## src/rtl/pu_riscv_ahb3_htif_uart.sv

```systemverilog
// AHB3-Lite slave for the TOHOST / UART-TX IO window.
// Latches host-interface writes and serialises UART bytes through a TX FIFO
// and an 8N1 shifter. A UART write to a full FIFO is held with wait states.
module pu_riscv_ahb3_htif_uart #(
  parameter int XLEN       = 32,
  parameter int PLEN       = 32,
  parameter int FIFO_DEPTH = 8,
  parameter int CLK_DIV    = 16
) (
  input  logic            HCLK,
  input  logic            HRESET,
  input  logic            HSEL,
  input  logic [PLEN-1:0] HADDR,
  input  logic [XLEN-1:0] HWDATA,
  output logic [XLEN-1:0] HRDATA,
  input  logic            HWRITE,
  input  logic [2:0]      HSIZE,
  input  logic [2:0]      HBURST,
  input  logic [3:0]      HPROT,
  input  logic [1:0]      HTRANS,
  input  logic            HMASTLOCK,
  input  logic            HREADY,
  output logic            HREADYOUT,
  output logic            HRESP,
  output logic            uart_txd,
  output logic [XLEN-1:0] tohost_data,
  output logic            tohost_valid
);
  localparam int AW = $clog2(FIFO_DEPTH);
  localparam int CW = $clog2(CLK_DIV);
  localparam logic [CW-1:0] DIV_M1   = CW'(CLK_DIV - 1);
  localparam logic [CW-1:0] CNT_ONE  = CW'(1);
  localparam logic [AW:0]   PTR_ONE  = (AW + 1)'(1);
  localparam logic [7:0]    OFF_TOHOST = 8'h00;
  localparam logic [7:0]    OFF_UART   = 8'h80;
  localparam logic [7:0]    OFF_STATUS = 8'h84;

  typedef enum logic [1:0] {S_IDLE, S_START, S_DATA, S_STOP} tx_state_t;

  // Bus-side registered state
  logic       dp_valid, dp_write, err1, err2;
  logic [7:0] dp_off;

  // FIFO state
  logic [7:0] mem [FIFO_DEPTH];
  logic [AW:0] wr_ptr, rd_ptr, level;
  logic        empty, full, push, pop;

  // Shifter state
  tx_state_t   state;
  logic [CW-1:0] cnt;
  logic [2:0]  bitn;
  logic [7:0]  shreg;
  logic        txd, frame_done;

  logic       accept, a_err, uart_wr, th_wr, stall;
  logic [7:0] a_off;
  logic [XLEN-1:0] status;
  logic       unused_sig;

  assign unused_sig = ^{HBURST, HPROT, HMASTLOCK, HADDR[PLEN-1:8]};

  assign accept = HSEL & HREADY & HTRANS[1];
  assign a_off  = HADDR[7:0];
  assign a_err  = !(a_off == OFF_TOHOST || a_off == OFF_UART || a_off == OFF_STATUS)
                | (HSIZE > 3'd2)
                | (HWRITE & (a_off == OFF_STATUS));

  assign empty = (wr_ptr == rd_ptr);
  assign full  = (wr_ptr[AW] != rd_ptr[AW]) && (wr_ptr[AW-1:0] == rd_ptr[AW-1:0]);
  assign level = wr_ptr - rd_ptr;

  assign frame_done = (state == S_STOP) && (cnt == '0);
  assign pop        = !empty && ((state == S_IDLE) || frame_done);

  // A UART write to a full FIFO waits; it completes in the cycle the shifter
  // pops, so the push slot is freed and refilled on the same edge.
  assign uart_wr = dp_valid & dp_write & (dp_off == OFF_UART);
  assign th_wr   = dp_valid & dp_write & (dp_off == OFF_TOHOST);
  assign stall   = uart_wr & full & !pop;
  assign push    = uart_wr & (!full | pop);

  assign HREADYOUT = !err1 & !stall;
  assign HRESP     = err1 | err2;
  assign uart_txd  = txd;

  // Address-phase capture and two-cycle ERROR sequencing
  always_ff @(posedge HCLK or posedge HRESET) begin
    if (HRESET) begin
      dp_valid <= 1'b0;
      dp_write <= 1'b0;
      dp_off   <= '0;
      err1     <= 1'b0;
      err2     <= 1'b0;
    end else begin
      err1 <= accept & a_err;
      err2 <= err1;
      if (HREADY) begin
        dp_valid <= accept & !a_err;
        dp_write <= HWRITE;
        dp_off   <= a_off;
      end
    end
  end

  // Host-interface register and its one-cycle strobe
  always_ff @(posedge HCLK or posedge HRESET) begin
    if (HRESET) begin
      tohost_data  <= '0;
      tohost_valid <= 1'b0;
    end else begin
      tohost_valid <= th_wr;
      if (th_wr) tohost_data <= HWDATA;
    end
  end

  // FIFO storage (no reset needed, pointers define validity)
  always_ff @(posedge HCLK) begin
    if (push) mem[wr_ptr[AW-1:0]] <= HWDATA[7:0];
  end

  // FIFO pointers
  always_ff @(posedge HCLK or posedge HRESET) begin
    if (HRESET) begin
      wr_ptr <= '0;
      rd_ptr <= '0;
    end else begin
      if (push) wr_ptr <= wr_ptr + PTR_ONE;
      if (pop)  rd_ptr <= rd_ptr + PTR_ONE;
    end
  end

  // 8N1 shifter; txd is registered and updated on each state transition
  always_ff @(posedge HCLK or posedge HRESET) begin
    if (HRESET) begin
      state <= S_IDLE;
      txd   <= 1'b1;
      cnt   <= '0;
      bitn  <= '0;
      shreg <= '0;
    end else begin
      case (state)
        S_IDLE: begin
          if (!empty) begin
            state <= S_START;
            txd   <= 1'b0;
            cnt   <= DIV_M1;
            shreg <= mem[rd_ptr[AW-1:0]];
          end
        end
        S_START: begin
          if (cnt != '0) cnt <= cnt - CNT_ONE;
          else begin
            state <= S_DATA;
            txd   <= shreg[0];
            shreg <= shreg >> 1;
            bitn  <= '0;
            cnt   <= DIV_M1;
          end
        end
        S_DATA: begin
          if (cnt != '0) cnt <= cnt - CNT_ONE;
          else if (bitn == 3'd7) begin
            state <= S_STOP;
            txd   <= 1'b1;
            cnt   <= DIV_M1;
          end else begin
            bitn  <= bitn + 3'd1;
            txd   <= shreg[0];
            shreg <= shreg >> 1;
            cnt   <= DIV_M1;
          end
        end
        S_STOP: begin
          if (cnt != '0) cnt <= cnt - CNT_ONE;
          else if (!empty) begin
            state <= S_START;
            txd   <= 1'b0;
            cnt   <= DIV_M1;
            shreg <= mem[rd_ptr[AW-1:0]];
          end else begin
            state <= S_IDLE;
          end
        end
        default: state <= S_IDLE;
      endcase
    end
  end

  // Read data decoded from the registered data-phase offset
  always_comb begin
    status        = '0;
    status[10:0]  = {8'(level), (state != S_IDLE), full, empty};
    HRDATA        = '0;
    if (dp_valid && !dp_write) begin
      case (dp_off)
        OFF_TOHOST: HRDATA = tohost_data;
        OFF_STATUS: HRDATA = status;
        default:    HRDATA = '0;
      endcase
    end
  end

endmodule
```

## config.mk

```make
export PLATFORM = sky130hd
export DESIGN_NAME = pu_riscv_ahb3_htif_uart
export DESIGN_NICKNAME = d
export VERILOG_FILES = /design/src/rtl/pu_riscv_ahb3_htif_uart.sv
export SDC_FILE = /design/constraint.sdc
export NUM_CORES = 1
export LEC_CHECK = 0
export BUFFER_PORTS_ARGS = -buffer_cell sky130_fd_sc_hd__buf_4
export CAP_MARGIN = 40
export CORE_ASPECT_RATIO = 0.7
export CORE_MARGIN = 2
export CORE_UTILIZATION = 38
export CTS_CLUSTER_SIZE = 40
export DETAILED_ROUTE_END_ITERATION = 7
export GPL_TIMING_DRIVEN = 0
export SLEW_MARGIN = 10
export SYNTH_ARGS = -nofsm -noshare
export SYNTH_HDL_FRONTEND = slang
export SYNTH_SLANG_ARGS = --single-unit
```

## constraint.sdc

```tcl
create_clock -name HCLK -period 5 [get_ports HCLK]
set_input_delay 0.75 -clock HCLK [delete_from_list [all_inputs] [get_ports HCLK]]
set_output_delay 0.75 -clock HCLK [all_outputs]
set_load 0.01 [all_outputs]
```

=== After elaboration in Yosys (flattened, before gate mapping) ===
Memories as Yosys holds them, arrays and structs flattened.
Index checks and enable logic that the tools add are counted.

* Bits in registers: 71
* Word-level logic and storage cells: 112
* Memories kept: 1
* Memory bits (writable): 64
* Bits of input ports: 82
* Output and inout bits: 68

{| class="wikitable"
|+ Memory list
! memory !! words !! bits a word !! rd ports !! clocked after memory_dff !! write ports !! line !! text
|-
| mem || 8 || 8 || 1 || 0 || 1 || 45 || <nowiki>logic [7:0] mem [FIFO_DEPTH];</nowiki>
|}

* Reductions and logical operators: 27
* Bitwise logic cells: 16
* Magnitude comparators: 1
* Add/sub/neg operators: 5
* Muxes and demuxes: 31
* Equality and inequality tests: 17

{| class="wikitable"
|+ Operators by type and width
! kind !! number
|-
| $pmux 32 s2 || 1
|-
| $mux 8 || 5
|-
| $eq 8x8->1 const B || 4
|-
| $mux 32 || 1
|-
| $pmux 8 s4 || 1
|-
| $logic_not 8->1 || 2
|-
| $and 1x1->1 || 12
|-
| $mux 4 || 3
|-
| $ne 2x2->1 const B || 6
|-
| $pmux 4 s3 || 1
|-
| $mux 2 || 5
|-
| $mux 3 || 3
|-
| $add 4x1->4 const B || 2
|-
| $logic_not 1->1 || 8
|-
| $mux 1 || 8
|-
| $pmux 2 s4 || 1
|-
| $reduce_and 4->1 || 2
|-
| $pmux 3 s2 || 1
|-
| $reduce_and 5->1 || 1
|-
| $eq 2x2->1 const B || 2
|-
| $eq 4x4->1 || 1
|-
| $logic_and 1x1->1 || 4
|-
| $logic_not 4->1 || 1
|-
| $or 1x1->1 || 4
|-
| other kinds (15) || 18
|}

=== Depth between registers and ports, before layout ===
* Depth in word-level cells: 8
* Gate-level depth with buffers: 9
* Gate-level depth less buffers: 7

=== Least setup slack after synthesis ===
No wires, ideal clock.

* Path kind: flip-flop to flip-flop
* Start: register rd_ptr[2]
* End: memory mem[2][0], enable pin
* Arrival time: 2510 ps
* Stages on the path, launching flop included: 9
* Setup time: 370 ps
* Path slack: 2120 ps
* Cells stage by stage: dfrtp_1 clkbuf_1 buf_2 inv_1 ha_1 nand3_1 nor4_4 or4_4 nor2_1

* Word-level cells in the longest chain between the ends: 7
* Elaborated cells between the ends (all ways): 10

{| class="wikitable"
|+ Ends and longest elaborated chain
! element !! line !! text
|-
| start: declaration || 46 || <nowiki>logic [AW:0] wr_ptr, rd_ptr, level;</nowiki>
|-
| start signal: assignment || 129 || <nowiki>if (pop) rd_ptr <= rd_ptr + PTR_ONE;</nowiki>
|-
| $eq 4x4->1 / $eq 3x3->1 (equally long branches) || 69, 70 ||
|-
| $logic_not 1->1 / $logic_and 1x1->1 (equally long branches) || n/a ||
|-
| $logic_and 1x1->1 / $logic_not 1->1 (equally long branches) || 74, 81 ||
|-
| $or 1x1->1 (*) || 81 || <nowiki>assign push = uart_wr & (!full | pop);</nowiki>
|-
| $and 1x1->1 (*) || 81 ||
|-
| $mux 1 (*) || 119 || <nowiki>if (push) mem[wr_ptr[AW-1:0]] <= HWDATA[7:0];</nowiki>
|-
| $mux 1 (not written as such) (*) || 119 ||
|-
| end: declaration || 45 ||
|}

Mark *: on every way between the ends. The rest lies on a longest branch, timed or not.

=== Worst setup path after layout ===
* Start: register rd_ptr[2]
* End: output port HREADYOUT

* Word-level cells in the longest chain between the ends: 7
* Elaborated cells between the ends (all ways): 10

{| class="wikitable"
|+ Ends and longest elaborated chain
! element !! line !! text
|-
| $eq 4x4->1 || 69 || <nowiki>assign empty = (wr_ptr == rd_ptr);</nowiki>
|-
| $logic_not 1->1 || n/a ||
|-
| $logic_and 1x1->1 || 74 || <nowiki>assign pop = !empty && ((state == S_IDLE) || frame_done);</nowiki>
|-
| $logic_not 1->1 || 80 || <nowiki>assign stall = uart_wr & full & !pop;</nowiki>
|-
| $and 1x1->1 (*) || 80 ||
|-
| $logic_not 1->1 (*) || 83 || <nowiki>assign HREADYOUT = !err1 & !stall;</nowiki>
|-
| $and 1x1->1 (*) || 83 ||
|-
| end: declaration || 23 || <nowiki>output logic HREADYOUT,</nowiki>
|}

Marked as above.

==> flow_summary.toml <==
[run_status]
status = "finished, final reports clean"

[critical_path]
path_max_fanout = 10
r2r_cells = 9
critPathLaunchType = "flip-flop"
worstSetupPathType = "reg -> out"
critPathCaptureType = "output pin"
crit_required_ns = 4.25
rr_endpoint = "mem[6][5]"
rr_startpoint = "rd_ptr[2]"
r2r_setup_slack_ns = 1.31
critPathArrivalTime_ns = 3.26

[floorplan]
die_y_um = 110
dieArea_um2 = 17100
io_pins = 150
initial_core_util = 0.391
rows = 38
dieWidth_um = 155
core_area_um2 = 15600

[final_layout]
diodes = 0
area_delta_synth_final_pct = 29.7
finalNetCount = 657
drive_above_1_share = 0.436
final_cells = 774
final_util = 0.508

[timing]
relSlewSlack = 0.453
tns_ns = 0
max_freq_ghz = 0.249
setup_viol = 0
rsz0062_at_grt = "false"
min_period_ns = 4.01
fin_skew_ns = 0.00864
drv_slew = 0
finalCritPeriodShare = 0.803
worstMarginPinSlew_ns = 0.816
finalHoldViolCount = 0

[flow_run]
timing.max_cap.violations = 0

[logic_synthesis]
yosysWarningCount = 0
netlist_top_cells_area = "edfxtp_1, dfrtp_1, mux2_2, mux4_2, and2_1"
yosys.cell_count.top_type = "dfrtp_1"
synth_top_family_by_area = "multiplexers"
ys_top_cells_by_count = "dfrtp_1, edfxtp_1, mux2_2"
ys_ff_latch = 135
synth_top_area_frac = 0.315
synth.cell_area_um2 = 6100
yosys.area_share.xor_xnor = 0.0154
ys_seq_area_frac = 0.606
synthSimpleGateAreaFrac = 0.107
synth_edf_count = 64
ys_types = 67
synthCells = 419
synth_largest_area_cell = "edfxtp_1"
synth_area_per_cell_um2 = 14.6
synth_ff_type = "dfrtp_1"
synth_mux_area_frac = 0.165
synth_async_sr_flop_share = 0.526
synthAdderAreaFrac = 0.0299
synth_compound_area_frac = 0.0549
synthesis.nets = 515

[detailed_routing]
wirelength_mm = 14.4
vias_per_cell = 5.18
antenna_left = 0
num_vias = 4006
drtPass1Iterations = 4
wl_per_cell_um = 18.7
remaining_drc_errors = 0
drt_iter0_drc = 279

[placed_design]
port_buffers = 116
dp_hpwl_mm = 10.3
dp_cells = 740
routabilityCongestion = 0.744

[grt]
grt_max_degree = 53
grt_usage = 0.174
grt_pass1_wl_mm = 22.2
antenna_found_initial = 0
grt_pass1_vias = 4028
overflow = 0

[clock_tree]
worstSkewPairLatency_ns = 0.42
cts_tree = "yes"
cts.reportedPaths.clkPinSlew_ns = 0.06
cts_resized = 0
htree_levels = 4
numCtsBuffers = 17
cts_buffer_depth = 2
hold_buffers = 0
clock_sinks = 135
cts_root_buf = "clkbuf_16"
post_cts_buffers = 0

[power_and_ir_drop]
peakVddDrop_uv = 295
power_leakage_nw = 3.34
power_density_nw_per_um2 = 478
fin_total_pwr_mw = 3.79

[min_path]
hp-class = "in -> async"
## metrics by stage
stage / hold slack (ns) / instance area, µm² / setup slack (ns)
floorplan: 0.368 / 6100 / 2.12
global placement: 0.403 / 7230 / 1.07
detailed placement: 0.393 / 7290 / 1.18
CTS: 0.282 / 7900 / 0.996
global route: 0.291 / 7920 / 0.809
finish: 0.286 / 7920 / 0.986
## worst max-delay path, stage by stage (launching register included)
cell	delay (ns)
dfrtp_1	0.32
clkbuf_1	0.54
buf_2	0.41
inv_1	0.11
ha_1	0.38
nand3_1	0.24
nor4_4	0.49
a21oi_1	0.17
buf_4	0.18
## routing by layer
layer | track usage | vias to the layer above | share of wire
li1 | - | 1842 | -
met4 | 0.0524 | 0 | 0.012
met5 | 0 | - | 0
met2 | 0.268 | 90 | 0.48
met1 | 0.242 | 2057 | 0.47
met3 | 0.0485 | 17 | 0.039
## placed cells by master, fill, tap and decap left out, types with 8 or more instances in the layout
cell type  count
ha_1          13
a21oi_1        8
and2_1        26
mux2i_1        8
edfxtp_1      64
mux2_2        48
nand2_1       19
mux4_2        16
inv_1         15
nor2_1        22
clkbuf_16     21
dfrtp_1       70
o21ai_0        9
buf_4        122
## area by class of cell
type | count | area [µm²]
multi-input cells | 254 | 2270
clock inverters | 10 | 76.3
inverters | 17 | 66.3
flip-flops and latches | 135 | 3700
plain buffers | 13 | 71.3
clock buffers | 22 | 533
fillers | 1341 | 7680
well taps | 200 | 250
repair buffers | 123 | 943
## power by group
group          switching, mW  internal [mW]
clock network          0.488          0.765
registers             0.0950           1.28
logic                  0.612          0.548
total                   1.19           2.59
## flip-flops by register name, summed over array words and instances, names as in the netlist
signal        count
err2              1
shreg             8
uart_txd          1
bitn              3
state             2
dp_valid          1
wr_ptr            4
tohost_data      32
err1              1
mem              64
rd_ptr            4
dp_off            8
tohost_valid      1
dp_write          1
cnt               4
## kinds of logic (layout without fill, tap and decap cells)
kind of cell    after synthesis  after routing
buf+inv                      30            185
mux                          74             74
flops                       135            135
fa+ha+maj                    14             14
xor+xnor                      9              9
simple gates                107            107
compound gates               50             50
## how the worst max path moves through the flow
stage               from   endpoint  slack [ns]  depth (start not counted)
6_report       rd_ptr[2]  HREADYOUT        0.99                          8
5_1_grt        rd_ptr[2]  HREADYOUT        0.81                          8
4_1_cts        rd_ptr[2]  HREADYOUT         1.0                          8
3_5_place_dp   rd_ptr[2]  mem[4][7]        1.18                          8
3_3_place_gp   rd_ptr[2]  mem[1][5]        1.07                          8
2_1_floorplan  rd_ptr[2]  mem[2][0]        2.12                          8
Note: power is estimated with default switching activity, not from simulation.
